--- config.mk ---
export PLATFORM = sky130hd
export DESIGN_NAME = uart_rx_pkt_ctrl
export DESIGN_NICKNAME = d
export VERILOG_FILES = /design/src/rtl/uart_rx_pkt_ctrl.sv
export SDC_FILE = /design/constraint.sdc
export NUM_CORES = 1
export LEC_CHECK = 0
export CAP_MARGIN = 0
export CORE_MARGIN = 3
export CORE_UTILIZATION = 60
export DETAILED_ROUTE_END_ITERATION = 10
export GPL_TIMING_DRIVEN = 0
export PLACE_DENSITY = 0.77
export SYNTH_ARGS = -nofsm -noshare
export SYNTH_HDL_FRONTEND = slang
export SYNTH_SLANG_ARGS = --single-unit
--- constraint.sdc ---
create_clock -name i_clk -period 5 [get_ports i_clk]
set_clock_uncertainty 0.05 [all_clocks]
set_input_delay 0.5 -clock i_clk [delete_from_list [all_inputs] [get_ports i_clk]]
set_output_delay 0.5 -clock i_clk [all_outputs]
set_load 0.05 [all_outputs]
--- src/rtl/uart_rx_pkt_ctrl.sv ---
// uart_rx_pkt_ctrl
//   Packet-level controller behind a byte-oriented UART receiver.
//
//   Frame format on the wire is:
//     SYNC, LEN, LEN payload bytes [, CHK]
//
//   The block hunts for the SYNC byte and then collects the length-prefixed
//   payload into an internal buffer. A complete frame is released on a
//   valid/ready byte stream, so downstream logic only ever sees complete,
//   checked frames.
//
//   Optional feature macro: UART_PKT_CHECKSUM_EN
//     Defined   : a trailing XOR checksum byte (LEN ^ payload) is expected.
//                 A mismatch pulses o_err_chk.
//     Undefined : there is no checksum byte on the wire, and o_err_chk is
//                 tied low.
//
// Ports
//   i_clk, i_rstn    clock and synchronous active-low reset
//   o_rx_en          enable for the receiver start detector (low while
//                    draining a frame)
//   i_rx_done        one-cycle byte strobe from the receiver
//   i8_rx_data       byte qualified by i_rx_done
//   o_valid, o8_data, o_last, i_ready
//                    payload stream
//   o8_len           length of the frame being streamed
//   o_err_len        one-cycle error pulse: illegal length byte
//   o_err_chk        one-cycle error pulse: checksum mismatch
//   o_err_tmo        one-cycle error pulse: inter-byte timeout
//   o_busy           high whenever the controller is not hunting for SYNC
module uart_rx_pkt_ctrl #(
  parameter int         p_MAX_LEN     = 16,
  parameter logic [7:0] p_SYNC        = 8'hA5,
  parameter int         p_TIMEOUT_CYC = 125_000
) (
  input  logic       i_clk,
  input  logic       i_rstn,
  output logic       o_rx_en,
  input  logic       i_rx_done,
  input  logic [7:0] i8_rx_data,
  output logic       o_valid,
  output logic [7:0] o8_data,
  output logic       o_last,
  input  logic       i_ready,
  output logic [7:0] o8_len,
  output logic       o_err_len,
  output logic       o_err_chk,
  output logic       o_err_tmo,
  output logic       o_busy
);

  localparam int IDX_W = $clog2(p_MAX_LEN + 1);
  localparam int AW    = (p_MAX_LEN > 1) ? $clog2(p_MAX_LEN) : 1;
  localparam int TMO_W = $clog2(p_TIMEOUT_CYC);

  localparam logic [7:0]       MAX_LEN8 = 8'(p_MAX_LEN);
  localparam logic [TMO_W-1:0] TMO_LAST = TMO_W'(p_TIMEOUT_CYC - 1);

  typedef enum logic [2:0] {
    S_HUNT,
    S_LEN,
    S_PAYLOAD,
    S_CHK,
    S_OUT
  } state_t;

  state_t           state_q, state_d;
  logic [7:0]       len_q, len_d;
  logic [IDX_W-1:0] idx_q, idx_d;
  logic [TMO_W-1:0] tmo_q, tmo_d;
  logic             wr_en;
  logic             idx_is_last;
  logic             err_len_d, err_tmo_d;
  logic [AW-1:0]    rd_addr;
  logic [7:0]       rd_data;

  logic [7:0] buf_mem [0:p_MAX_LEN-1];

  logic       o_rx_en_q, o_valid_q, o_last_q, o_busy_q;
  logic       o_err_len_q, o_err_tmo_q;
  logic [7:0] o8_data_q, o8_len_q;

`ifdef UART_PKT_CHECKSUM_EN
  logic [7:0] chk_q, chk_d;
  logic       err_chk_d, o_err_chk_q;
`endif

  assign idx_is_last = (8'(idx_q) == len_q - 8'd1);

  always_comb begin
    state_d   = state_q;
    len_d     = len_q;
    idx_d     = idx_q;
    tmo_d     = tmo_q;
    wr_en     = 1'b0;
    err_len_d = 1'b0;
    err_tmo_d = 1'b0;
`ifdef UART_PKT_CHECKSUM_EN
    chk_d     = chk_q;
    err_chk_d = 1'b0;
`endif

    // The timeout only runs while the frame is being received. A byte in
    // the same cycle as expiry wins, because it clears the counter first.
    if (state_q == S_LEN || state_q == S_PAYLOAD || state_q == S_CHK) begin
      if (i_rx_done) begin
        tmo_d = '0;
      end else if (tmo_q == TMO_LAST) begin
        err_tmo_d = 1'b1;
        state_d   = S_HUNT;
      end else begin
        tmo_d = tmo_q + TMO_W'(1);
      end
    end

    case (state_q)
      S_HUNT: begin
        tmo_d = '0;
        if (i_rx_done && i8_rx_data == p_SYNC) state_d = S_LEN;
      end
      S_LEN: begin
        if (i_rx_done) begin
          if (i8_rx_data != 8'd0 && i8_rx_data <= MAX_LEN8) begin
            len_d   = i8_rx_data;
            idx_d   = '0;
            state_d = S_PAYLOAD;
`ifdef UART_PKT_CHECKSUM_EN
            chk_d   = i8_rx_data;
`endif
          end else begin
            err_len_d = 1'b1;
            state_d   = S_HUNT;
          end
        end
      end
      S_PAYLOAD: begin
        if (i_rx_done) begin
          wr_en = 1'b1;
          idx_d = idx_q + IDX_W'(1);
`ifdef UART_PKT_CHECKSUM_EN
          chk_d = chk_q ^ i8_rx_data;
          if (idx_is_last) state_d = S_CHK;
`else
          if (idx_is_last) begin
            state_d = S_OUT;
            idx_d   = '0;
          end
`endif
        end
      end
      S_CHK: begin
`ifdef UART_PKT_CHECKSUM_EN
        if (i_rx_done) begin
          if (i8_rx_data == chk_q) begin
            state_d = S_OUT;
            idx_d   = '0;
          end else begin
            err_chk_d = 1'b1;
            state_d   = S_HUNT;
          end
        end
`else
        state_d = S_HUNT;
`endif
      end
      S_OUT: begin
        // o_valid is always high in this state, so i_ready alone marks a
        // handshake. Bytes strobed by the receiver here are dropped.
        if (i_ready) begin
          if (idx_is_last) state_d = S_HUNT;
          else             idx_d   = idx_q + IDX_W'(1);
        end
      end
      default: state_d = S_HUNT;
    endcase
  end

  // The read address follows the next index so that o8_data is registered
  // alongside o_valid. The bypass covers a one-byte frame without a checksum:
  // in that case, buf[0] is written in the same cycle that OUT is entered.
  assign rd_addr = idx_d[AW-1:0];
  assign rd_data = (wr_en && idx_q[AW-1:0] == rd_addr) ? i8_rx_data
                                                       : buf_mem[rd_addr];

  always_ff @(posedge i_clk) begin
    if (wr_en) buf_mem[idx_q[AW-1:0]] <= i8_rx_data;
  end

  always_ff @(posedge i_clk) begin
    if (!i_rstn) begin
      state_q     <= S_HUNT;
      len_q       <= '0;
      idx_q       <= '0;
      tmo_q       <= '0;
      o_rx_en_q   <= 1'b0;
      o_valid_q   <= 1'b0;
      o_last_q    <= 1'b0;
      o8_data_q   <= '0;
      o8_len_q    <= '0;
      o_err_len_q <= 1'b0;
      o_err_tmo_q <= 1'b0;
      o_busy_q    <= 1'b0;
    end else begin
      state_q     <= state_d;
      len_q       <= len_d;
      idx_q       <= idx_d;
      tmo_q       <= tmo_d;
      o_rx_en_q   <= (state_d != S_OUT);
      o_valid_q   <= (state_d == S_OUT);
      o_last_q    <= (state_d == S_OUT) && (8'(idx_d) == len_d - 8'd1);
      o8_data_q   <= rd_data;
      o8_len_q    <= len_d;
      o_err_len_q <= err_len_d;
      o_err_tmo_q <= err_tmo_d;
      o_busy_q    <= (state_d != S_HUNT);
    end
  end

`ifdef UART_PKT_CHECKSUM_EN
  always_ff @(posedge i_clk) begin
    if (!i_rstn) begin
      chk_q       <= '0;
      o_err_chk_q <= 1'b0;
    end else begin
      chk_q       <= chk_d;
      o_err_chk_q <= err_chk_d;
    end
  end
  assign o_err_chk = o_err_chk_q;
`else
  assign o_err_chk = 1'b0;
`endif

  assign o_rx_en   = o_rx_en_q;
  assign o_valid   = o_valid_q;
  assign o8_data   = o8_data_q;
  assign o_last    = o_last_q;
  assign o8_len    = o8_len_q;
  assign o_err_len = o_err_len_q;
  assign o_err_tmo = o_err_tmo_q;
  assign o_busy    = o_busy_q;

endmodule

Word-level counts from Yosys, hierarchy flattened:

Memory sizes are Yosys's and may differ from the RTL's. A register that Yosys moved wholly into a read port is not among the register bits.
Index checks and enable logic that the tools add are counted.

* flip-flop bits (word level): 39
* bits in latches: 0
* memory bits (writable): 128
* bits in read-only memories: 0
* input port bits: 12
* output and inout port bits: 23
* logic and storage cells: 71
* memories kept: 1

Memory list
* buf_mem: words 16, bits a word 8, rd ports 1, clocked after memory_dff 1, write ports 1, RTL line 77 `logic [7:0] buf_mem [0:p_MAX_LEN-1];`

* $add $sub $neg: 4
* multipliers: 0
* divide/modulo/power cells: 0
* magnitude comparators: 1
* equal/unequal tests: 11
* shifts and indexed selects: 0
* muxes and demuxes: 29
* bitwise gates (word level): 2
* reductions and logical operators: 13

Operator list (count)
* $mux W17: 2
* $mux W5: 6
* $mux W3: 9
* $mux W8: 3
* $add A17 B1 Y17 const B: 1
* $eq A17 B17 Y1 const B: 1
* $eq A5 B8 Y1: 2
* $sub A8 B1 Y8 const B: 2
* $pmux W5 S3: 1
* $pmux W3 S4: 1
* $eq A8 B8 Y1 const B: 1
* $le A8 B5 Y1 const B: 1
* $reduce_bool A8 Y1: 1
* $eq A3 B2 Y1 const B: 2
* $eq A3 B3 Y1 const B: 2
* $mux W1: 6
* $add A5 B1 Y5 const B: 1
* $eq A3 B1 Y1 const B: 1
* $logic_and A1 B1 Y1: 3
* $logic_not A3 Y1: 1
* $ne A3 B3 Y1 const B: 1
* $reduce_and A3 Y1: 1
* $reduce_bool A3 Y1: 1
* $reduce_or A3 Y1: 1
* 7 further kinds: 9

Logic depth before layout (Yosys ltp):

Gate-level depths: netlist of run 1.

* depth in word-level cells: 9
* gate-level depth with buffers: 20
* depth with buffers taken out: 16

Least setup slack after synthesis of run 1:

Ideal clock, no wire load.

* kind: register to register
* start point: register o8_len[0] (netlist name)
* end point: register o8_data_q[0], in the netlist o8_data[0] (read register of buf_mem)
* library setup time: 0.122 ns
* arrival: 4.187 ns
* data required time: 4.828 ns
* setup slack: 0.641 ns
* cell stages (with the launch flop): 16
* buffers on the path: 3
* period minus slack after synthesis: 4.359 ns
* cell sequence: dfxtp_1 -> buf_6 -> inv_1 -> ha_1 -> or3_1 -> a31oi_1 -> and4_4 -> buf_6 -> inv_4 -> ha_1 -> nor3b_1 -> a21o_1 -> a22oi_1 -> clkbuf_1 -> mux4_2 -> a221o_1

RTL lines
* end: declaration: RTL line 81 `logic [7:0] o8_data_q, o8_len_q;`

Worst setup path in the final report of run 1:

* start point: input i8_rx_data[4]
* end point: register o_last_q, in the netlist o_last

* cells in the longest elaborated chain, start to end: 8
* elaborated cells between the ends (all ways): 19
* classes of those cells: add/sub (1); order compare (1); eq/ne (3); mux (10); reduce/logical (4)

Ends and longest elaborated chain
* start: declaration: RTL line 40 `input logic [7:0] i8_rx_data,`
* $le A8 B5 Y1 or $reduce_bool A8 Y1 (tied branches): RTL line 123 `if (i8_rx_data != 8'd0 && i8_rx_data <= MAX_LEN8) begin`
* $logic_and A1 B1 Y1: RTL line 123
* $mux W8: RTL line 123
* $mux W8: RTL line 122 `if (i_rx_done) begin`
* $mux W8: RTL line 116 `case (state_q)`
* $sub A8 B1 Y8: RTL line 210 `o_last_q <= (state_d == S_OUT) && (8'(idx_d) == len_d - 8'd1);`
* $eq A5 B8 Y1: RTL line 210
* $logic_and A1 B1 Y1 *: RTL line 210
* end signal: assignment: RTL line 210
* end: declaration: RTL line 79 `logic o_rx_en_q, o_valid_q, o_last_q, o_busy_q;`

Every way passes the cells marked *; elsewhere a longest branch is shown, timed or not.
A chain may end at the register's enable or synchronous reset.

==> run summary, run 1 <==
Rows: 41
Worst EP required: 5.30 ns
PortBufs: 32
routed via count: 5758
Seq/Total Area, Yosys: 58.9%
cts hold-fix bufs: 0
clock root buffer master: clkbuf_16
Initial DRC Count: 603
Die X: 122 microns
CP Launch Point: i8_rx_data[4]
diode count: 0
area occupied by multi-input gates: 3070 sq um
total CTS buffers: 17
Final Max Slew Viols: 0
WP data arrival: 4.95 ns
Core ar.: 12900 sq um
max cap viols: 0
endpoints failing setup: 0
worst-path fanout max: 21
Max Fclk: 0.215 GHz
Setup Fix Bufs, Post-CTS: 0
die area: 15000 sq um
placer congestion estimate: 0.915
Synth Flop Type: edfxtp_1
WL per Instance: 22.6 microns
Netlist cell types: 69
layout cells sized above 1: 12.4%
Pwr per Cell Area: 322 nW/um^2
Async SR Flop Fraction: 0%
CP startpoint kind: primary input
Num Clock Sinks: 175
Max clock buf depth: 2
Max VDD drop: 168 uV
initial core utilization: 62.9%
Worst Hold Class: register to register
cell count after synthesis: 659
Detailed Place HPWL: 13.3 mm
Nets: 730
largest cells by area after synthesis: edfxtp_1 47%, dfxtp_1 12%, mux2i_1 3.6%
Syn Area/Cell: 12.3 sq um
initial antenna violation count: 0
final count of hold timing violations: 0
routed wire length: 20.2 mm
remaining antenna violation count: 0
Worst-Margin Slew: 1.29 ns
Register Area: 4780 sq um
final setup TNS: 0 ns
crit share post-route: 93.0%
worst relative slew slack: 13.6%
DR pass1 iterations: 5
crit path capture type: register
slowest CP cell: clkdlybuf4s50_1
Static Leak: 0.00332 uW
largest net degree at the start of global routing: 23
H-tree lvl count: 4
Final min period: 4.65 ns
dpl cell area: 8660 sq um
Reg clk slew, reported paths: 0.06 ns
Total Power: 3000 uW
vias in the first global route: 5628
post-synth top area cell: edfxtp_1
Layout area overhead: 14.5%
clock latency on the worst-skew pair: 0.43 ns
final worst slack: 0.349 ns
Core Util, Final: 72.0%
post-route cell area: 9310 sq um
first-pass GRT wire length: 31.7 mm
Fill cells: 914
RSZ-0062 raised after global routing: no
CP Class: primary input to register
DRC: 0
pre-CTS setup slack: -0.395 ns
synth cell count leaders: 128 x edfxtp_1, 47 x dfxtp_1, 45 x nor2_1
IO Pins: 35
reg-to-reg startpoint: o8_len[1]$_SDFF_PN0_
CTS tree: built
Syn Nets: 679
EDFF count, synth: 128
Total GRT Usage: 28.5%
Chip Height: 122 microns
Synth top area share: 47.3%
total gr overflow: 0
status: finished clean
delay of the slowest cell on the worst path: 1.12 ns
DR vias/cell: 6.43
Mapped Area: 8130 sq um
Yosys warning count: 0
synthesis-stage register bit count: 175
CP Cell Sequence: clkdlybuf4s50_1, xnor2_1, nand2_1, buf_2, buf_1, mux2i_1, ha_1, o21ai_1, or3b_1, a221o_1, a221oi_1, nand4_1, nor3_1
most numerous cell in the Yosys netlist: edfxtp_1
min-delay src: tmo_q[1]$_SDFFE_PP0P_
-- flip-flops by register name (all words and copies together), names as in the netlist --
name,count
buf_mem,128
tmo_q,17
o8_data,8
o8_len,8
idx_q,5
state_q,3
o_busy,1
o_err_len,1
o_err_tmo,1
o_last,1
o_rx_en,1
o_valid,1
-- metal layers --
metal / part of all wire (%) / routed length, microns / vias up / GRT usage [%]
met3: 7.0 / 1420 / 57 / 4.93
met4: 4.2 / 846 / 0 / 13.4
li1: - / - / 2620 / -
met5: 0 / 0 / - / 0
met2: 49 / 9910 / 276 / 46.0
met1: 40 / 8020 / 2805 / 37.7
-- kinds of logic (layout without fill, tap and decap cells) --
logic type      after synthesis  count (layout)  share of synthesized area (%)
buf+inv                      58             122                           3.42
flops                       175             175                           58.9
mux                          46              46                           7.04
other cells                   1               1                         0.0462
compound gates              109             109                           10.5
xor+xnor                     26              26                           2.80
simple gates                236             236                           16.0
fa+ha+maj                     8               8                           1.23
-- layout by cell type (no fill, tap or decap), types with 21 or more instances in the layout --
master and instances:
buf_2 22, edfxtp_1 128, a221o_1 22, nor2b_1 28, dfxtp_1 47, clkdlybuf4s50_1 28
nand3_1 30, mux2i_1 29, nor2_1 45, nand2_1 37, clkbuf_16 21
-- power by group --
part / leakage [uW] / internal, uW / switching, uW
clock: 0.000318 / 820 / 555
combinational: 0.00147 / 17.9 / 48.7
sequential: 0.00153 / 1560 / 0.624
total: 0.00332 / 2390 / 604
-- per-stage QoR --
| step | hold WS, ns | cells |
|---|---|---|
| after floorplan | 0.404 | 659 |
| after global placement | 0.415 | 863 |
| after detailed placement | 0.437 | 863 |
| after CTS | 0.445 | 895 |
| after global routing | 0.474 | 895 |
| final | 0.440 | 895 |
-- path summary, 6_finish.rpt --
| path | endpoint | slack [ns] | cells past startpoint |
|---|---|---|---|
| setup / recovery | o_last$_SDFF_PN0_ | 0.35 | 13 |
| hold / removal | tmo_q[1]$_SDFFE_PP0P_ | 0.44 | 2 |
| setup reg to reg | o8_data[2]$_SDFF_PN0_ | 0.36 | 19 |
| hold reg to reg | tmo_q[1]$_SDFFE_PP0P_ | 0.44 | 2 |
-- layout make-up --
type | instances | share of cell area (%)
flip-flops and latches | 175 | 51.4
multi-input cells | 426 | 33.0
clock buffers | 22 | 5.79
repair buffers | 32 | 3.55
plain buffers | 46 | 2.47
well taps | 172 | 2.31
clock inverters | 10 | 0.981
inverters | 12 | 0.511
-- repair_timing --
action | in CTS | in global routing
endpoints found under the setup margin | 0 | 8
resized for setup | 0 | 6
hold endpoints to repair | 0 | 0
-- critical path, delay by kind of cell --
family | cells | cell delay [ns]
xor gates and xnor gates | 1 | 0.34
AOI/OAI and AO/OA | 3 | 0.75
adders and majority gates | 1 | 0.24
muxes | 1 | 0.30
buffers and inverters | 3 | 1.87
and+or+nand+nor | 4 | 0.93
No activity file was read; power rests on OpenSTA's default activity.
==> inputs of run 2 (changes only) <==
Settings changed: ABC_AREA set to 1.
==> run summary, run 2 <==
worst relative slew slack: 10.2% (-3.4 points)
Yosys warning count: 0 (unchanged)
Synth top area share: 45.2% (-2.1 points)
crit share post-route: 77.2% (-16 points)
first-pass GRT wire length: 33.6 mm (+6.1%)
final worst slack: 1.14 ns (+0.789 ns)
final count of hold timing violations: 0 (unchanged)
WL per Instance: 17.9 microns (-21%)
endpoints failing setup: 0 (unchanged)
crit path capture type: register
Worst EP required: 5.28 ns (-0.02 ns)
total CTS buffers: 17 (unchanged)
pre-CTS setup slack: 0.892 ns (+1.29 ns)
initial antenna violation count: 0 (unchanged)
die area: 15600 sq um (+4.4%)
DRC: 0 (unchanged)
worst-case reg-to-reg path depth: 22 (+3)
vias in the first global route: 6326 (+12%)
number of cells upsized or downsized after cts: 0 (unchanged)
Num Clock Sinks: 175 (unchanged)
Static Leak: 0.00380 uW (+15%)
max cap viols: 0 (unchanged)
CTS tree: built
reg-to-reg startpoint: o8_len[0]$_SDFF_PN0_
WHS: 0.433 ns (-0.00707 ns)
Syn Nets: 969 (+43%)
Pwr per Cell Area: 304 nW/um^2 (-5.7%)
Max Fclk: 0.259 GHz (+20%)
cell count after synthesis: 949 (+44%)
CP Launch Point: o8_len[0]$_SDFF_PN0_
Mapped Area: 8500 sq um (+4.6%)
Rows: 42 (+2.4%)
Max clock buf depth: 2 (unchanged)
largest net degree at the start of global routing: 21 (-8.7%)
Die X: 125 microns (+2.2%)
Core ar.: 13600 sq um (+4.9%)
Layout area overhead: 13.3%
RR Endpoint: o8_data[2]$_SDFF_PN0_
IO Pins: 35 (unchanged)
synth cell count leaders: 259 x nand2_1, 128 x edfxtp_1, 104 x nand3_1
Worst Hold Class: register to register
post-synth top area cell: edfxtp_1
routed via count: 6801 (+18%)
H-tree lvl count: 4 (unchanged)
CP Class: register to register
initial core utilization: 62.7% (-0.15 points)
WP data arrival: 4.14 ns (-0.81 ns)
PortBufs: 33 (+3.1%)
cts hold-fix bufs: 0 (unchanged)
routed wire length: 21.2 mm (+5.2%)
Worst Setup EP: o8_data[2]$_SDFF_PN0_
remaining antenna violation count: 0 (unchanged)
Final Max Slew Viols: 0 (unchanged)
DR vias/cell: 5.72 (-11%)
max reg flops: 128 (unchanged)
hold-critical path depth: 1 (-1)
synthesis-stage register bit count: 175 (unchanged)
commonest non-fill, non-tap cells in the layout: 259 x nand2_1, 128 x edfxtp_1, 104 x nand3_1
DR pass1 iterations: 6 (+1)
Setup Fix Bufs, Post-CTS: 0 (unchanged)
diode count: 0 (unchanged)
clock latency on the worst-skew pair: 0.44 ns (about the same)
Max VDD drop: 266 uV (+58%)
layout cells sized above 1: 9.86% (-2.6 points)
CP startpoint kind: register
total gr overflow: 0 (unchanged)
Netlist cell types: 46 (-33%)
placer congestion estimate: 1.00 (+9.3%)
Total GRT Usage: 27.7% (-0.73 points)
Nets: 1021 (+40%)
RSZ-0062 raised after global routing: no
R2R setup slack: 1.14 ns (+0.78 ns)
EDFF count, synth: 128 (unchanged)
Synth Flop Type: edfxtp_1
Chip Height: 125 microns (+2.2%)
status: finished clean
Worst-Margin Slew: 1.34 ns (+0.0513 ns)
Reg clk slew, reported paths: 0.07 ns (about the same)
Initial DRC Count: 744 (+23%)
Syn Area/Cell: 8.96 sq um (-27%)
largest cells by area after synthesis: edfxtp_1 45%, nand2_1 11%, dfxtp_1 11%
clock root buffer master: clkbuf_16
Async SR Flop Fraction: 0% (unchanged)
commonest non-fill, non-tap cell in the layout: nand2_1
Seq/Total Area, Yosys: 56.3% (-2.6 points)
worst-path fanout max: 10 (-52%)
most numerous cell in the Yosys netlist: nand2_1
Final min period: 3.86 ns (-0.789 ns)
Detailed Place HPWL: 14.9 mm (+12%)
final setup TNS: 0 ns (unchanged)
-- run 2: how the worst min path moves through the flow --
| stage | to | startpoint |
|---|---|---|
| after floorplan | tmo_q[12]$_SDFFE_PP0P_ | tmo_q[12]$_SDFFE_PP0P_ |
| after global placement | tmo_q[12]$_SDFFE_PP0P_ | tmo_q[12]$_SDFFE_PP0P_ |
| after detailed placement | tmo_q[12]$_SDFFE_PP0P_ | tmo_q[12]$_SDFFE_PP0P_ |
| after CTS | tmo_q[12]$_SDFFE_PP0P_ | tmo_q[12]$_SDFFE_PP0P_ |
| after global routing | tmo_q[12]$_SDFFE_PP0P_ | tmo_q[12]$_SDFFE_PP0P_ |
| final | tmo_q[12]$_SDFFE_PP0P_ | tmo_q[12]$_SDFFE_PP0P_ |
-- run 2: cell type report --
type                       count  area [sq um]
sequential                   175          4780
fill                        1043          3920
multi-input combinational    632          3130
clock buffer                  17           425
inverter                     107           402
timing repair buffer          33           330
tap                          176           220
buffer                        35           183
clock inverter                15           156
-- run 2: metrics by stage --
step                utilization, %  total power (uW)  cells  cell area [sq um]
finish                        71.1              2930   1190               9630
CTS                           71.1              2940   1190               9630
global placement              66.8              1660   1158               9050
floorplan                        -              1620    949               8500
detailed placement            66.8              1670   1158               9050
global route                  71.1              3000   1190               9630
-- run 2: metal layers --
metal	global-route usage, %	wire [microns]	part of all wire (%)	up-vias
li1	-	-	-	3257
met1	40.3	9240	43	3207
met2	42.8	9850	46	302
met3	4.86	1710	8.1	35
met4	9.25	440	2.1	0
met5	0	0	0	-
-- run 2: power breakdown --
part / total [uW] / internal (uW) / switching, uW
clock network: 1290 / 701 / 592
registers: 1560 / 1560 / 0.884
logic: 77.1 / 19.8 / 57.3
total: 2930 / 2280 / 650
-- run 2: cell families (layout without fill, tap and decap cells) --
logic type      count (synthesis)  count (layout)  synth area share [%]
buf+inv                       142             207                  6.87
simple gates                  515             515                  27.9
compound gates                 95              95                  6.43
fa+ha+maj                       8               8                  1.18
xor+xnor                       13              13                  1.34
flops                         175             175                  56.3
other cells                     1               1                0.0441
-- run 2: critical path, stage by stage (launching register included) --
cell and delay [ns]:
dfxtp_1 0.33, inv_1 0.13, ha_1 0.18, inv_1 0.05, nor2_1 0.19, nand3_1 0.10
nand2_1 0.07, inv_1 0.03, nor2_1 0.30, nand3_4 0.17, ha_1 0.30, a21oi_1 0.15
a22oi_1 0.14, nand2_1 0.14, buf_6 0.17, clkbuf_1 0.45, nand2_1 0.13, o21ai_0 0.15
nand3_1 0.13, nand3_1 0.15, nand3_1 0.09, nand2_1 0.10, a21oi_2 0.07
==> inputs of run 3 (changes only) <==
Settings changed: CORE_UTILIZATION 60 to 55, PLACE_DENSITY 0.77 to 0.74.
Clock period 5 ns to 3.5 ns, I/O delays scaled along.
==> run summary, run 3 (synthesis gave the netlist of run 2 again) <==
status: finished clean
WL per Instance: 17.8 microns (-0.43%)
Die X: 130 microns (+4.2%)
diode count: 0 (unchanged)
Worst-Margin Slew: 1.27 ns (-0.0653 ns)
Final min period: 3.37 ns (-0.490 ns)
CP startpoint kind: register
Total GRT Usage: 25.9% (-1.8 points)
total gr overflow: 0 (unchanged)
worst-path fanout max: 10 (unchanged)
PortBufs: 33 (unchanged)
max cap viols: 0 (unchanged)
max reg flops: 128 (unchanged)
Rows: 44 (+4.8%)
largest net degree at the start of global routing: 21 (unchanged)
layout cells sized above 1: 12.9% (+3.1 points)
Num Clock Sinks: 175 (unchanged)
Core ar.: 14800 sq um (+9.2%)
clock root buffer master: clkbuf_16
crit share post-route: 96.4% (+19 points)
Static Leak: 0.00391 uW (+2.8%)
DRC: 0 (unchanged)
Max VDD drop: 566 uV (+110%)
final count of hold timing violations: 0 (unchanged)
Final Max Slew Viols: 0 (unchanged)
worst relative slew slack: 14.6% (+4.4 points)
vias in the first global route: 6206 (-1.9%)
placer congestion estimate: 0.946 (-5.4%)
total CTS buffers: 17 (unchanged)
die area: 17000 sq um (+8.6%)
commonest non-fill, non-tap cell in the layout: nand2_1
crit path capture type: register
DR vias/cell: 5.51 (-3.6%)
IO Pins: 35 (unchanged)
endpoints failing setup: 0 (unchanged)
Detailed Place HPWL: 14.8 mm (-0.86%)
Max clock buf depth: 2 (unchanged)
routed wire length: 21.4 mm (+0.83%)
CTS tree: built
remaining antenna violation count: 0 (unchanged)
DR pass1 iterations: 5 (-1)
cts hold-fix bufs: 0 (unchanged)
CP Class: register to register
first-pass GRT wire length: 32.8 mm (-2.5%)
initial core utilization: 57.4% (-5.3 points)
clock latency on the worst-skew pair: 0.44 ns (about the same)
Pwr per Cell Area: 423 nW/um^2 (+39%)
Initial DRC Count: 704 (-5.4%)
H-tree lvl count: 4 (unchanged)
WHS: 0.464 ns (+0.0303 ns)
Reg clk slew, reported paths: 0.07 ns (about the same)
initial antenna violation count: 0 (unchanged)
WP data arrival: 3.68 ns (-0.46 ns)
Layout area overhead: 15.5%
Worst Hold Class: register to register
Nets: 1028 (+0.69%)
Chip Height: 130 microns (+4.2%)
final setup TNS: 0 ns (unchanged)
routed via count: 6641 (-2.4%)
Max Fclk: 0.297 GHz (+15%)
Fill cells: 1193 (+14%)
commonest non-fill, non-tap cells in the layout: 257 x nand2_1, 128 x edfxtp_1, 104 x nand3_1
Worst EP required: 3.81 ns (-1.47 ns)
run 3: cell count changes in the layout (fill, tap and decap cells not counted), moves of 3 or more:
cell	change
o21ai_0	-12
buf_4	+8
clkbuf_1	-6
o21ai_1	+6
o21ai_2	+6
buf_6	+5
buf_2	-4
clkinvlp_4	-3
inv_8	+3
nor2_2	+3
run 3: where the power goes:
group,switching (uW),internal [uW]
Sequential,1.10,2220
Combinational,84.1,28.8
Clock,871,946
Total,956,3200
run 3: worst paths after layout:
path	startpoint	to	slack, ns	depth (start not counted)
max	idx_q[0]$_SDFF_PN0_	o8_data[7]$_SDFF_PN0_	0.13	21
min	tmo_q[12]$_SDFFE_PP0P_	tmo_q[12]$_SDFFE_PP0P_	0.46	1
max reg2reg	idx_q[0]$_SDFF_PN0_	o8_data[7]$_SDFF_PN0_	0.13	21
min reg2reg	tmo_q[12]$_SDFFE_PP0P_	tmo_q[12]$_SDFFE_PP0P_	0.46	1
run 3: layer usage:
metal	global-route usage (%)	part of all wire, %	up-vias
met1	37.1	44	3084
met5	0	0	-
li1	-	-	3275
met3	7.12	8.5	31
met4	8.77	1.9	0
met2	38.6	46	251
run 3: what timing repair did:
item / 4_1_cts / 5_1_grt
gates cloned: 1 / 1
resized for setup: 14 / 50
setup buffers: 0 / 5
pin swaps: 2 / 14
endpoints found under the setup margin: 8 / 9
run 3: critical path, cell delays in order, from the launching register on:
cell,delay [ns]
dfxtp_1,0.41
inv_1,0.28
nand2_1,0.10
nand2_1,0.08
nand2_1,0.06
nor2_1,0.10
nand2_1,0.09
nor2_4,0.14
nand3_4,0.11
ha_4,0.29
a21oi_2,0.05
a22oi_2,0.24
nand2_2,0.12
buf_6,0.16
inv_4,0.10
clkbuf_4,0.23
o21ai_0,0.15
nand2_1,0.11
nand3_1,0.08
nand3_1,0.09
nand2_1,0.08
a21oi_2,0.15
run 3: cell type report:
cell class / count / area, sq um / area share, %
Buffer: 35 / 234 / 2.38
Clock buffer: 17 / 425 / 4.33
Inverter: 107 / 404 / 4.12
Timing Repair Buffer: 39 / 375 / 3.82
Tap cell: 184 / 230 / 2.34
Sequential cell: 175 / 4790 / 48.7
Multi-Input combinational cell: 633 / 3220 / 32.8
Clock inverter: 15 / 144 / 1.47
run 3: stage by stage:
stage / worst slack (ns) / cells / utilization [%] / instance area [sq um] / power (uW)
after floorplan: 0.0706 / 949 / - / 8500 / 2320
after global placement: -0.370 / 1166 / 61.2 / 9060 / 2380
after detailed placement: -0.429 / 1166 / 61.2 / 9060 / 2380
after CTS: 0.00129 / 1199 / 65.3 / 9670 / 4170
after global routing: -0.0346 / 1205 / 66.3 / 9820 / 4250
final: 0.128 / 1205 / 66.3 / 9820 / 4150
